$ cat src/rtl/reg_bus_arbiter_if.sv
// reg_bus_arbiter_if: requester-side and register-bus-side signals of the arbiter
interface reg_bus_arbiter_if #(
   parameter int NumReq    = 2,
   parameter int AddrWidth = 32,
   parameter int DataWidth = 32
);
   logic [NumReq-1:0]             req_valid_i;
   logic [NumReq-1:0]             req_write_i;
   logic [NumReq*AddrWidth-1:0]   req_addr_i;
   logic [NumReq*DataWidth-1:0]   req_wdata_i;
   logic [NumReq*DataWidth/8-1:0] req_wstrb_i;
   logic [NumReq-1:0]             rsp_ready_o;
   logic [DataWidth-1:0]          rsp_rdata_o;
   logic                          rsp_error_o;
   logic                          reg_valid_o;
   logic                          reg_write_o;
   logic [AddrWidth-1:0]          reg_addr_o;
   logic [DataWidth-1:0]          reg_wdata_o;
   logic [DataWidth/8-1:0]        reg_wstrb_o;
   logic                          reg_ready_i;
   logic [DataWidth-1:0]          reg_rdata_i;
   logic                          reg_error_i;
   logic [NumReq-1:0]             grant_o;
   logic                          timeout_o;
   modport slave (
      input  req_valid_i, req_write_i, req_addr_i, req_wdata_i, req_wstrb_i,
      input  reg_ready_i, reg_rdata_i, reg_error_i,
      output rsp_ready_o, rsp_rdata_o, rsp_error_o,
      output reg_valid_o, reg_write_o, reg_addr_o, reg_wdata_o, reg_wstrb_o,
      output grant_o, timeout_o
   );
   modport master (
      output req_valid_i, req_write_i, req_addr_i, req_wdata_i, req_wstrb_i,
      output reg_ready_i, reg_rdata_i, reg_error_i,
      input  rsp_ready_o, rsp_rdata_o, rsp_error_o,
      input  reg_valid_o, reg_write_o, reg_addr_o, reg_wdata_o, reg_wstrb_o,
      input  grant_o, timeout_o
   );
endinterface

$ cat src/rtl/reg_bus_arbiter.sv
// reg_bus_arbiter: round-robin owner of the register bus with one outstanding transaction and a wait timeout
module reg_bus_arbiter #(
   parameter int                   NumReq        = 2,
   parameter int                   AddrWidth     = 32,
   parameter int                   DataWidth     = 32,
   parameter int                   TimeoutCycles = 1024,
   parameter logic [DataWidth-1:0] ErrData       = 32'hBADCAB1E
) (
   input logic              clk_i,
   input logic              rst_i,
   reg_bus_arbiter_if.slave bus
);
   localparam int PW = NumReq > 1 ? $clog2(NumReq) : 1;
   localparam int CW = TimeoutCycles > 0 ? $clog2(TimeoutCycles + 1) : 1;
   localparam int SW = DataWidth / 8;
   localparam logic [CW-1:0] LAST = CW'(TimeoutCycles > 0 ? TimeoutCycles - 1 : 0);
   typedef enum logic [1:0] {IDLE, BUSY, RESP} state_t;
   state_t        state;
   logic [PW-1:0] rr_ptr;
   logic [PW-1:0] sel;
   logic [CW-1:0] cnt;
   function automatic logic [PW-1:0] wrap(input logic [PW-1:0] ptr, input int k);
      return PW'((int'(ptr) + k) % NumReq);
   endfunction
   // scanning downward lets the requester closest to rr_ptr overwrite the others
   always_comb begin
      sel = '0;
      for (int k = NumReq - 1; k >= 0; k--)
         if (bus.req_valid_i[wrap(rr_ptr, k)]) sel = wrap(rr_ptr, k);
   end
   always_ff @(posedge clk_i) begin
      if (rst_i) begin
         state           <= IDLE;
         rr_ptr          <= '0;
         cnt             <= '0;
         bus.reg_valid_o <= 1'b0;
         bus.reg_write_o <= 1'b0;
         bus.reg_addr_o  <= '0;
         bus.reg_wdata_o <= '0;
         bus.reg_wstrb_o <= '0;
         bus.rsp_ready_o <= '0;
         bus.rsp_rdata_o <= '0;
         bus.rsp_error_o <= 1'b0;
         bus.grant_o     <= '0;
         bus.timeout_o   <= 1'b0;
      end else begin
         bus.rsp_ready_o <= '0;
         bus.timeout_o   <= 1'b0;
         case (state)
            IDLE: if (|bus.req_valid_i) begin
               bus.reg_write_o <= bus.req_write_i[sel];
               bus.reg_addr_o  <= bus.req_addr_i[sel*AddrWidth +: AddrWidth];
               bus.reg_wdata_o <= bus.req_wdata_i[sel*DataWidth +: DataWidth];
               bus.reg_wstrb_o <= bus.req_wstrb_i[sel*SW +: SW];
               bus.reg_valid_o <= 1'b1;
               bus.grant_o     <= NumReq'(1) << sel;
               rr_ptr          <= int'(sel) == NumReq - 1 ? '0 : sel + 1'b1;
               cnt             <= '0;
               state           <= BUSY;
            end
            BUSY: if (bus.reg_ready_i) begin
               bus.rsp_rdata_o <= bus.reg_rdata_i;
               bus.rsp_error_o <= bus.reg_error_i;
               bus.rsp_ready_o <= bus.grant_o;
               bus.reg_valid_o <= 1'b0;
               state           <= RESP;
            end else if (TimeoutCycles != 0 && cnt == LAST) begin
               bus.rsp_rdata_o <= ErrData;
               bus.rsp_error_o <= 1'b1;
               bus.rsp_ready_o <= bus.grant_o;
               bus.timeout_o   <= 1'b1;
               bus.reg_valid_o <= 1'b0;
               state           <= RESP;
            end else if (cnt != '1) cnt <= cnt + 1'b1;
            RESP: begin
               bus.grant_o <= '0;
               state       <= IDLE;
            end
            default: state <= IDLE;
         endcase
      end
   end
endmodule
$ cat src/flat_wrapper.sv
// flat-port wrapper written by rule: the top's interface ports become plain ports
module reg_bus_arbiter_flat 
#(
   parameter int                   NumReq        = 2,
   parameter int                   AddrWidth     = 32,
   parameter int                   DataWidth     = 32,
   parameter int                   TimeoutCycles = 1024,
   parameter logic [DataWidth-1:0] ErrData       = 32'hBADCAB1E
)
  (clk_i, rst_i, bus_req_valid_i, bus_req_write_i, bus_req_addr_i, bus_req_wdata_i, bus_req_wstrb_i, bus_reg_ready_i, bus_reg_rdata_i, bus_reg_error_i, bus_rsp_ready_o, bus_rsp_rdata_o, bus_rsp_error_o, bus_reg_valid_o, bus_reg_write_o, bus_reg_addr_o, bus_reg_wdata_o, bus_reg_wstrb_o, bus_grant_o, bus_timeout_o);
  reg_bus_arbiter_if #(.NumReq(NumReq), .AddrWidth(AddrWidth), .DataWidth(DataWidth)) bus_i ();
  input logic clk_i;
  input logic rst_i;
  input wire logic [$bits(bus_i.req_valid_i)-1:0] bus_req_valid_i;
  input wire logic [$bits(bus_i.req_write_i)-1:0] bus_req_write_i;
  input wire logic [$bits(bus_i.req_addr_i)-1:0] bus_req_addr_i;
  input wire logic [$bits(bus_i.req_wdata_i)-1:0] bus_req_wdata_i;
  input wire logic [$bits(bus_i.req_wstrb_i)-1:0] bus_req_wstrb_i;
  input wire logic [$bits(bus_i.reg_ready_i)-1:0] bus_reg_ready_i;
  input wire logic [$bits(bus_i.reg_rdata_i)-1:0] bus_reg_rdata_i;
  input wire logic [$bits(bus_i.reg_error_i)-1:0] bus_reg_error_i;
  output wire logic [$bits(bus_i.rsp_ready_o)-1:0] bus_rsp_ready_o;
  output wire logic [$bits(bus_i.rsp_rdata_o)-1:0] bus_rsp_rdata_o;
  output wire logic [$bits(bus_i.rsp_error_o)-1:0] bus_rsp_error_o;
  output wire logic [$bits(bus_i.reg_valid_o)-1:0] bus_reg_valid_o;
  output wire logic [$bits(bus_i.reg_write_o)-1:0] bus_reg_write_o;
  output wire logic [$bits(bus_i.reg_addr_o)-1:0] bus_reg_addr_o;
  output wire logic [$bits(bus_i.reg_wdata_o)-1:0] bus_reg_wdata_o;
  output wire logic [$bits(bus_i.reg_wstrb_o)-1:0] bus_reg_wstrb_o;
  output wire logic [$bits(bus_i.grant_o)-1:0] bus_grant_o;
  output wire logic [$bits(bus_i.timeout_o)-1:0] bus_timeout_o;
  assign bus_i.req_valid_i = bus_req_valid_i;
  assign bus_i.req_write_i = bus_req_write_i;
  assign bus_i.req_addr_i = bus_req_addr_i;
  assign bus_i.req_wdata_i = bus_req_wdata_i;
  assign bus_i.req_wstrb_i = bus_req_wstrb_i;
  assign bus_i.reg_ready_i = bus_reg_ready_i;
  assign bus_i.reg_rdata_i = bus_reg_rdata_i;
  assign bus_i.reg_error_i = bus_reg_error_i;
  assign bus_rsp_ready_o = bus_i.rsp_ready_o;
  assign bus_rsp_rdata_o = bus_i.rsp_rdata_o;
  assign bus_rsp_error_o = bus_i.rsp_error_o;
  assign bus_reg_valid_o = bus_i.reg_valid_o;
  assign bus_reg_write_o = bus_i.reg_write_o;
  assign bus_reg_addr_o = bus_i.reg_addr_o;
  assign bus_reg_wdata_o = bus_i.reg_wdata_o;
  assign bus_reg_wstrb_o = bus_i.reg_wstrb_o;
  assign bus_grant_o = bus_i.grant_o;
  assign bus_timeout_o = bus_i.timeout_o;
  reg_bus_arbiter #(.NumReq(NumReq), .AddrWidth(AddrWidth), .DataWidth(DataWidth), .TimeoutCycles(TimeoutCycles), .ErrData(ErrData)) u_core (.clk_i(clk_i), .rst_i(rst_i), .bus(bus_i));
endmodule
$ cat config.mk
export PLATFORM = sky130hd
export DESIGN_NAME = reg_bus_arbiter_flat
export DESIGN_NICKNAME = d
export VERILOG_FILES = /design/src/rtl/reg_bus_arbiter_if.sv /design/src/rtl/reg_bus_arbiter.sv /design/src/flat_wrapper.sv
export SDC_FILE = /design/constraint.sdc
export NUM_CORES = 1
export LEC_CHECK = 0
export ABC_AREA = 1
export CAP_MARGIN = 30
export CELL_PAD_IN_SITES_DETAIL_PLACEMENT = 1
export CELL_PAD_IN_SITES_GLOBAL_PLACEMENT = 2
export CORE_AREA = 10 10 172 174
export DETAILED_ROUTE_END_ITERATION = 8
export DIE_AREA = 0 0 182 184
export PLACE_DENSITY_LB_ADDON = 0.1
export SETUP_SLACK_MARGIN = 0.15
export SLEW_MARGIN = 40
export SYNTH_ARGS = -nofsm -noshare
export SYNTH_HDL_FRONTEND = slang
export SYNTH_SLANG_ARGS = --single-unit
$ cat constraint.sdc
create_clock -name clk_i -period 2.9 [get_ports clk_i]
set_clock_uncertainty 0.15 [all_clocks]
set_input_delay 0.58 -clock clk_i [delete_from_list [all_inputs] [get_ports clk_i]]
set_output_delay 0.58 -clock clk_i [all_outputs]
set_load 0.02 [all_outputs]
# ---- Word level (Yosys, flattened, before mapping)
# Cells that the tools add are included.
dict set report word_totals {
  ff_bits 122
  inputBits 176
  out_inout_bits 108
  word_cells 77
}
dict set report classes {
  n_addsub 3
  magnitude_cmp 3
  n_eq_ne 9
  shift 4
  muxes 31
  bitwise 1
  n_reduce_logical 13
}
# cell count
set ops {}
lappend ops {{$shiftx A64 B7 Y32} 2}
lappend ops {{$mux W32} 2}
lappend ops {{$mux W11} 4}
lappend ops {{$pmux W11 S2} 1}
lappend ops {{$mux W1} 15}
lappend ops {{$mux W2} 6}
lappend ops {{$add A11 B1 Y11 const B} 1}
lappend ops {{$eq A11 B10 Y1 const B} 1}
lappend ops {{$ne A11 B11 Y1 const B} 1}
lappend ops {{$pmux W2 S2} 2}
lappend ops {{$reduce_and A2 Y1} 4}
lappend ops {{$shiftx A8 B4 Y4} 1}
lappend ops {{$lt A1 B2 Y1 const B} 3}
lappend ops {{$reduce_bool A2 Y1} 3}
lappend ops {{$reduce_and A5 Y1} 1}
lappend ops {{$ne A2 B1 Y1 const B} 2}
lappend ops {{$ne A2 B2 Y1 const B} 2}
lappend ops {{$reduce_or A2 Y1} 2}
lappend ops {{$ne A3 B2 Y1 const B} 1}
lappend ops {{$reduce_and A3 Y1} 1}
lappend ops {{$reduce_or A3 Y1} 1}
lappend ops {{$add A1 B1 Y1 const B} 2}
lappend ops {{$eq A2 B1 Y1 const B} 1}
lappend ops {{$eq A2 B2 Y1 const B} 1}
lappend ops {{4 further kinds} 4}

# ---- Longest topological paths before layout
# Gate-level depths: netlist (run 1).
dict set report logic_depth {
  depth_word 8
  depth_mapped 12
  ltp_nobuf 11
}

# ---- Worst setup path before layout (run 1)
# Ideal clock, no wire load.
dict set report synth_timing {
  kind {input to register}
  from {input bus_req_valid_i[1]}
  to {register u_core.bus.reg_addr_o[10]}
  setup_ns 0.057
  arrival_ns 1.438
  required_time_ns 2.693
  path_slack_ns 1.256
  path_stages 9
  path_buffers 2
  cell_sequence {a21boi_2 > nand2_1 > inv_2 > buf_4 > buf_4 > nand2_1 > nand3_1 > nand2_1 > inv_1}
}
dict set report synth_via {
  elab_chain_cells 5
  elab_cells_between_ends 9
  classes_between {shift (1); mux (6); reduce/logical (2)}
}
# item line
set synth_lines {}
lappend synth_lines {{start: declaration} flat_wrapper.sv:14} ;# input wire logic [$bits(bus_i.req_valid_i)-1:0] bus_req_valid_i;
lappend synth_lines {{$mux W1 (not written as such) (2 in a row)} reg_bus_arbiter.sv:29} ;# if (bus.req_valid_i[wrap(rr_ptr, k)]) sel = wrap(rr_ptr, k);
lappend synth_lines {{$mux W1 (2 in a row)} reg_bus_arbiter.sv:29}
lappend synth_lines {{$shiftx A64 B7 Y32} reg_bus_arbiter.sv:52} ;# bus.reg_addr_o <= bus.req_addr_i[sel*AddrWidth +: AddrWidth];
lappend synth_lines {{end signal: assignment} reg_bus_arbiter.sv:52}
lappend synth_lines {{end: declaration} reg_bus_arbiter_if.sv:29} ;# output reg_valid_o, reg_write_o, reg_addr_o, reg_wdata_o, reg_wstrb_o,
# Several ways; a longest one is shown, not always the timed one. The select of a mux whose other input is x is not followed.
# A chain may end at the register's enable or synchronous reset.

# ---- Final worst setup path (run 1)
dict set report layout_timing {
  from {register u_core.bus.grant_o[0]}
  to {output bus_grant_o[0]}
}
# item line
set layout_rtl {}
lappend layout_rtl {{start: declaration} reg_bus_arbiter_if.sv:30} ;# output grant_o, timeout_o
lappend layout_rtl {{start signal: assignment} reg_bus_arbiter.sv:56} ;# bus.grant_o <= NumReq'(1) << sel;
lappend layout_rtl {{end: declaration} flat_wrapper.sv:30} ;# output wire logic [$bits(bus_i.grant_o)-1:0] bus_grant_o;
# No word-level cell between the ends.

==> flow_metrics.tcl, run 1 <==
set metrics [dict create \
    status "completed" \
    cts_resized 0 \
    route.detailed.drc 0 \
    grt_pass1_wl_mm 36.2 \
    placementRows 59 \
    area_growth_pct 69.1 \
    irDropWorstVdd_mv 0.256 \
    hold_viol 0 \
    synthCells 791 \
    top_usage_layer "met2" \
    die_x_um 182 \
    critPathArrivalTime_ps 1470 \
    ant_nets 0 \
    start_util_pct 20.9 \
    cts_num_sinks 122 \
    vias_per_cell 4.10 \
    grtUsageMet3_pct 6.44 \
    antenna_found_initial 1 \
    dp_hpwl_mm 17.6 \
    power_mw 5.13 \
    cp-end-kind "output port" \
    maxSlewHeadroom_pct 63.0 \
    cpLargestDelayFamily "buffers and inverters" \
    power.leakage_nw 4.44 \
    required_ps 2170 \
    path_max_fanout 3 \
    io_buffers 283 \
    multiInputGateArea_um2 2280 \
    grtUsageMet2_pct 22.0 \
    grt_usage_pct 13.9 \
    fmax_mhz 455 \
    max_cap_violations 0 \
    min_path_type "flip-flop to flip-flop" \
    routed_wirelength_mm 24.0 \
    root_buffer "clkbuf_16" \
    whs_path_depth 2 \
    seq_area_frac_synth_pct 45.0 \
    die_height_um 184 \
    synth-seq-cells 122 \
    maxSlewViolCount 0 \
    cts_made_buffers 17 \
    path_depth 1 \
    rsz0062_at_grt "false" \
    yosysWarnings 0 \
    dieArea_um2 33500 \
    critPathLaunchType "flip-flop" \
    fp.coreArea_um2 25900 \
    finalCritPeriodShare_pct 75.7 \
    tightestPinTransition_ps 554 \
    io_pins 284 \
    htreeDepth 4 \
    cpPeakStageDelay_ps 640 \
    register_area_um2 2440 \
    netlist_area_um2 5420 \
    grt_use_met1_pct 16.6 \
    grt_pass1_vias 6023 \
    path_cells "clkdlybuf4s50_1" \
    grt_overflow 0 \
    r2r_slack_ps 1060 \
    mostFrequentLayoutCell "nand2_1" \
    hold_ws_ps 312 \
    powerDensity_nw_per_um2 559 \
    path_buf_inv 1 \
    cts.clk_slew.worst_paths_ps 60 \
    layout.nets 1239 \
    period_minus_slack_ps 2200 \
    holdBufCountCts 0 \
    final_cell_mix "307 x nand2_1, 282 x clkdlybuf4s50_1, 128 x inv_1" \
    synth_flop_cell "dfxtp_1" \
    clock_latency_ps 420 \
    gp_congestion 0.725 \
    drtIter0Drc 199 \
    synth-edff-count 0 \
    reg2regPathDepth 12 \
    cts_buffer_depth 2 \
    via_count 5788 \
    drive_gt1_share_pct 5.95 \
    crit_type "flip-flop to output port" \
    final_util_pct 35.4 \
    post_cts_buffers 0 \
    setup_tns_ps 0 \
    synth.net_count 968 \
    first_pass_iters 4 \
    cts_tree "built" \
    cp_slowest_cell "clkdlybuf4s50_1" \
    filler_cell_count 3127 \
    synth_cell_types 28 \
    setup_viol 0 \
    avgSynthCellArea_um2 6.86 \
    async_reset_ff_share_pct 0 \
    grt_start_max_net_pins 70 \
    drt-wirelength-per-cell_um 17.0 \
]
final cells by class:
type	count	area share [%]
antenna	2	0.0546
clock inverter	11	1.06
timing repair buffer	294	32.4
clock buffer	21	4.91
sequential	122	26.6
multi-input combinational	494	24.9
tap	335	4.57
inverter	133	5.44
where the power goes:
part           leakage, nW  internal (mW)  total [mW]  switching [mW]
registers             1.00           1.81        1.88          0.0708
clock network        0.259           1.20        2.02           0.821
logic                 3.18          0.596        1.23           0.633
total                 4.44           3.61        5.13            1.53
flip-flops by register name, summed over array words and instances (netlist names), 2 cells and up:
name,flops
u_core.bus.grant_o,2
u_core.state,2
u_core.bus.reg_wstrb_o,4
u_core.bus.reg_addr_o,32
u_core.cnt,11
u_core.bus.rsp_rdata_o,32
u_core.bus.rsp_ready_o,2
u_core.bus.reg_wdata_o,32
cells in the mapped netlist (3+ instances only):
cell	n	share of area, %
a21oi_1	41	3.8
a22oi_1	43	6.0
buf_1	9	0.62
buf_2	23	2.1
clkbuf_1	6	0.42
dfxtp_1	122	45
inv_1	129	8.9
inv_2	4	0.28
nand2_1	307	21
nand2_2	4	0.46
nand3_1	38	3.5
nor2_1	12	0.83
nor2_2	4	0.46
nor2_4	3	0.62
nor3_1	4	0.37
o21ai_0	23	2.1
o21ai_1	4	0.37
cell families (layout without fill, tap and decap cells):
group	Yosys count	after routing	share of synthesized area, %
flip-flops	122	122	45.0
AO/OA/AOI/OAI	113	113	12.6
adder cells (fa/ha/maj)	1	1	0.231
buffers and inverters	175	459	13.1
AND/OR/NAND/NOR	377	377	28.6
XOR/XNOR	3	3	0.485
other	0	2	0
path summary, 6_finish.rpt:
check                                   from                         end
hold / removal    u_core.bus.rsp_rdata_o[10]  u_core.bus.rsp_rdata_o[10]
setup reg to reg               u_core.cnt[0]               u_core.cnt[5]
setup / recovery       u_core.bus.grant_o[0]              bus_grant_o[0]
hold reg to reg   u_core.bus.rsp_rdata_o[10]  u_core.bus.rsp_rdata_o[10]
per-stage QoR:
step / cell area (µm²) / setup slack, ps / instances
floorplan: 5420 / 1260 / 791
global placement: 8620 / 490 / 1378
detailed placement: 8620 / 454 / 1378
CTS: 9170 / 661 / 1410
global route: 9170 / 656 / 1410
finish: 9170 / 704 / 1412
layer usage:
layer	routed length, µm	up-vias
met5	0	-
met4	310	0
met3	2180	21
met2	10800	197
met1	10700	2599
li1	-	2971
No activity file was read; power rests on OpenSTA's default activity.
==> inputs of run 2 (changes only) <==
--- a/config.mk
+++ b/config.mk
@@ -9,9 +9,9 @@
 export CAP_MARGIN = 30
 export CELL_PAD_IN_SITES_DETAIL_PLACEMENT = 1
 export CELL_PAD_IN_SITES_GLOBAL_PLACEMENT = 2
-export CORE_AREA = 10 10 172 174
+export CORE_AREA = 10 10 185 187
 export DETAILED_ROUTE_END_ITERATION = 8
-export DIE_AREA = 0 0 182 184
+export DIE_AREA = 0 0 195 197
 export PLACE_DENSITY_LB_ADDON = 0.1
 export SETUP_SLACK_MARGIN = 0.15
 export SLEW_MARGIN = 40
==> constraint.sdc (replaced) <==
create_clock -name clk_i -period 2 [get_ports clk_i]
set_clock_uncertainty 0.15 [all_clocks]
set_input_delay 0.4 -clock clk_i [delete_from_list [all_inputs] [get_ports clk_i]]
set_output_delay 0.4 -clock clk_i [all_outputs]
set_load 0.02 [all_outputs]
==> flow_metrics.tcl, run 2 (synthesis results as in run 1) <==
set metrics [dict create \
    status "completed" \
    maxSlewHeadroom_pct 66.1 \
    antenna_cells 0 \
    root_buffer "clkbuf_16" \
    grtUsageMet2_pct 19.6 \
    routed_wirelength_mm 25.3 \
    pwr-share-seq_pct 35.4 \
    placed_cells 1468 \
    cp_slowest_cell "dfxtp_1" \
    critPathMostFrequentCell "nand2_1" \
    p_int_mw 5.44 \
    fp.coreArea_um2 30400 \
    grt_start_max_net_pins 46 \
    grt_usage_pct 12.9 \
    critPathLaunchType "flip-flop" \
    finalCritPeriodShare_pct 85.9 \
    cts_num_sinks 122 \
    dp_hpwl_mm 19.2 \
    power_frac_comb_pct 23.6 \
    cts.clk_slew.worst_paths_ps 60 \
    drive_gt1_share_pct 9.13 \
    fmax_mhz 582 \
    cts_made_buffers 17 \
    htreeDepth 4 \
    io_pins 284 \
    final_cell_mix "306 x nand2_1, 174 x clkdlybuf4s50_1, 128 x inv_1" \
    via_count 5870 \
    crit_type "flip-flop to flip-flop" \
    path_max_fanout 4 \
    ant_nets 0 \
    antenna_found_initial 1 \
    first_pass_iters 4 \
    die_x_um 195 \
    irDropWorstVdd_mv 0.509 \
    cts_tree "built" \
    hold_viol 0 \
    min_path_type "input pin to flip-flop" \
    grt_use_met1_pct 16.5 \
    clock_latency_ps 420 \
    hold_ws_ps 290 \
    cpPeakStageDelay_ps 350 \
    period_minus_slack_ps 1720 \
    gp_congestion 0.730 \
    cts_buffer_depth 2 \
    rsz0062_at_grt "true" \
    grt_pass1_vias 6212 \
    placementRows 64 \
    max_cap_violations 0 \
    dp_worst_setup_slack_ps -133 \
    powerDensity_nw_per_um2 807 \
    start_util_pct 17.8 \
    io_buffers 283 \
    vias_per_cell 3.91 \
    setup_viol 0 \
    maxSlewViolCount 0 \
    swShare_pct 29.3 \
    path_buf_inv 2 \
    layout.nets 1271 \
    power.leakage_nw 5.06 \
    mostFrequentLayoutCell "nand2_1" \
    top_regs "u_core.bus.reg_addr_o x32, u_core.bus.reg_wdata_o x32, u_core.bus.rsp_rdata_o x32" \
    area_growth_pct 75.6 \
    die_height_um 197 \
    route.detailed.drc 0 \
    grtUsageMet3_pct 5.26 \
    fin_ws_ps 282 \
    top_usage_layer "met2" \
    stdcell_count 1502 \
    dieArea_um2 38400 \
    critPathArrivalTime_ps 1890 \
    pwr-share-clk_pct 41.0 \
    required_ps 2170 \
    grt_overflow 0 \
    net-switching-power_mw 2.25 \
    drt-wirelength-per-cell_um 16.8 \
    grt_pass1_wl_mm 38.4 \
    final_util_pct 31.3 \
    cpLargestDelayFamily "simple AND/OR/NAND/NOR gates" \
    setup_tns_ps 0 \
    path_cells "ha_2 -> nand2_2 -> nor2_4 -> nand2_2 -> inv_2 -> nand2_1 -> nand3_2 -> nor2_1 -> buf_4 -> nand2_1 -> nand2_1" \
    cp-end-kind "flip-flop" \
    tightestPinTransition_ps 509 \
    drtIter0Drc 194 \
]
==> run 2: cell count changes in the layout (fill, tap and decap cells not counted), moves of 2 or more <==
cell             change
buf_12               +9
buf_4               +23
clkbuf_1             -3
clkbuf_8             +3
clkdlybuf4s50_1    -108
clkinv_2             -3
clkinvlp_4           +3
diode_2              -2
dlygate4sd2_1      +108
==> run 2: cell type report <==
type	count	area [µm²]
clock buffers	21	480
clock inverters	10	118
fillers	3728	20900
inverters	133	499
multi-input cells	494	2300
flip-flops and latches	122	2440
well taps	396	495
repair buffers	326	3190
==> run 2: tightest hold or removal path, stage by stage <==
cell and delay [ps]:
buf_2 120, nor2_1 100, inv_1 140, nor2_1 60
==> run 2: layer usage <==
layer | wire length (µm) | up-vias
met5 | 13 | -
met4 | 229 | 2
met3 | 1970 | 14
met2 | 11100 | 180
met1 | 12000 | 2642
li1 | - | 3032
==> run 2: what timing repair did <==
action,CTS,global route
setup endpoints to repair,120,42
resized for setup,109,3
pin swaps,1,3
setup buffers,1,2
hold buffers,0,0
==> run 2: power groups by stage <==
| stage | Clock (mW) | Combinational [mW] | Sequential [mW] |
|---|---|---|---|
| after floorplan | 0 | 0.621 | 3.00 |
| after global placement | 0 | 1.98 | 2.78 |
| after detailed placement | 0 | 1.98 | 2.78 |
| after CTS | 3.33 | 1.86 | 2.72 |
| after global routing | 3.41 | 2.01 | 2.74 |
| final | 3.15 | 1.81 | 2.72 |
==> run 2: metrics by stage <==
step | power [mW] | area [µm²]
3_3_place_gp | 4.75 | 9020
3_5_place_dp | 4.76 | 9020
2_1_floorplan | 3.62 | 5420
4_1_cts | 7.91 | 9500
5_1_grt | 8.16 | 9530
6_report | 7.69 | 9530
==> run 2: path summary, 6_finish.rpt <==
path                               start                        end  slack (ps)  cells past startpoint
setup / recovery           u_core.cnt[0]              u_core.cnt[9]         280                     11
setup reg to reg           u_core.cnt[0]              u_core.cnt[9]         280                     11
hold / removal                     rst_i  u_core.bus.rsp_ready_o[1]         290                      4
hold reg to reg   u_core.bus.rsp_error_o     u_core.bus.rsp_error_o         310                      2
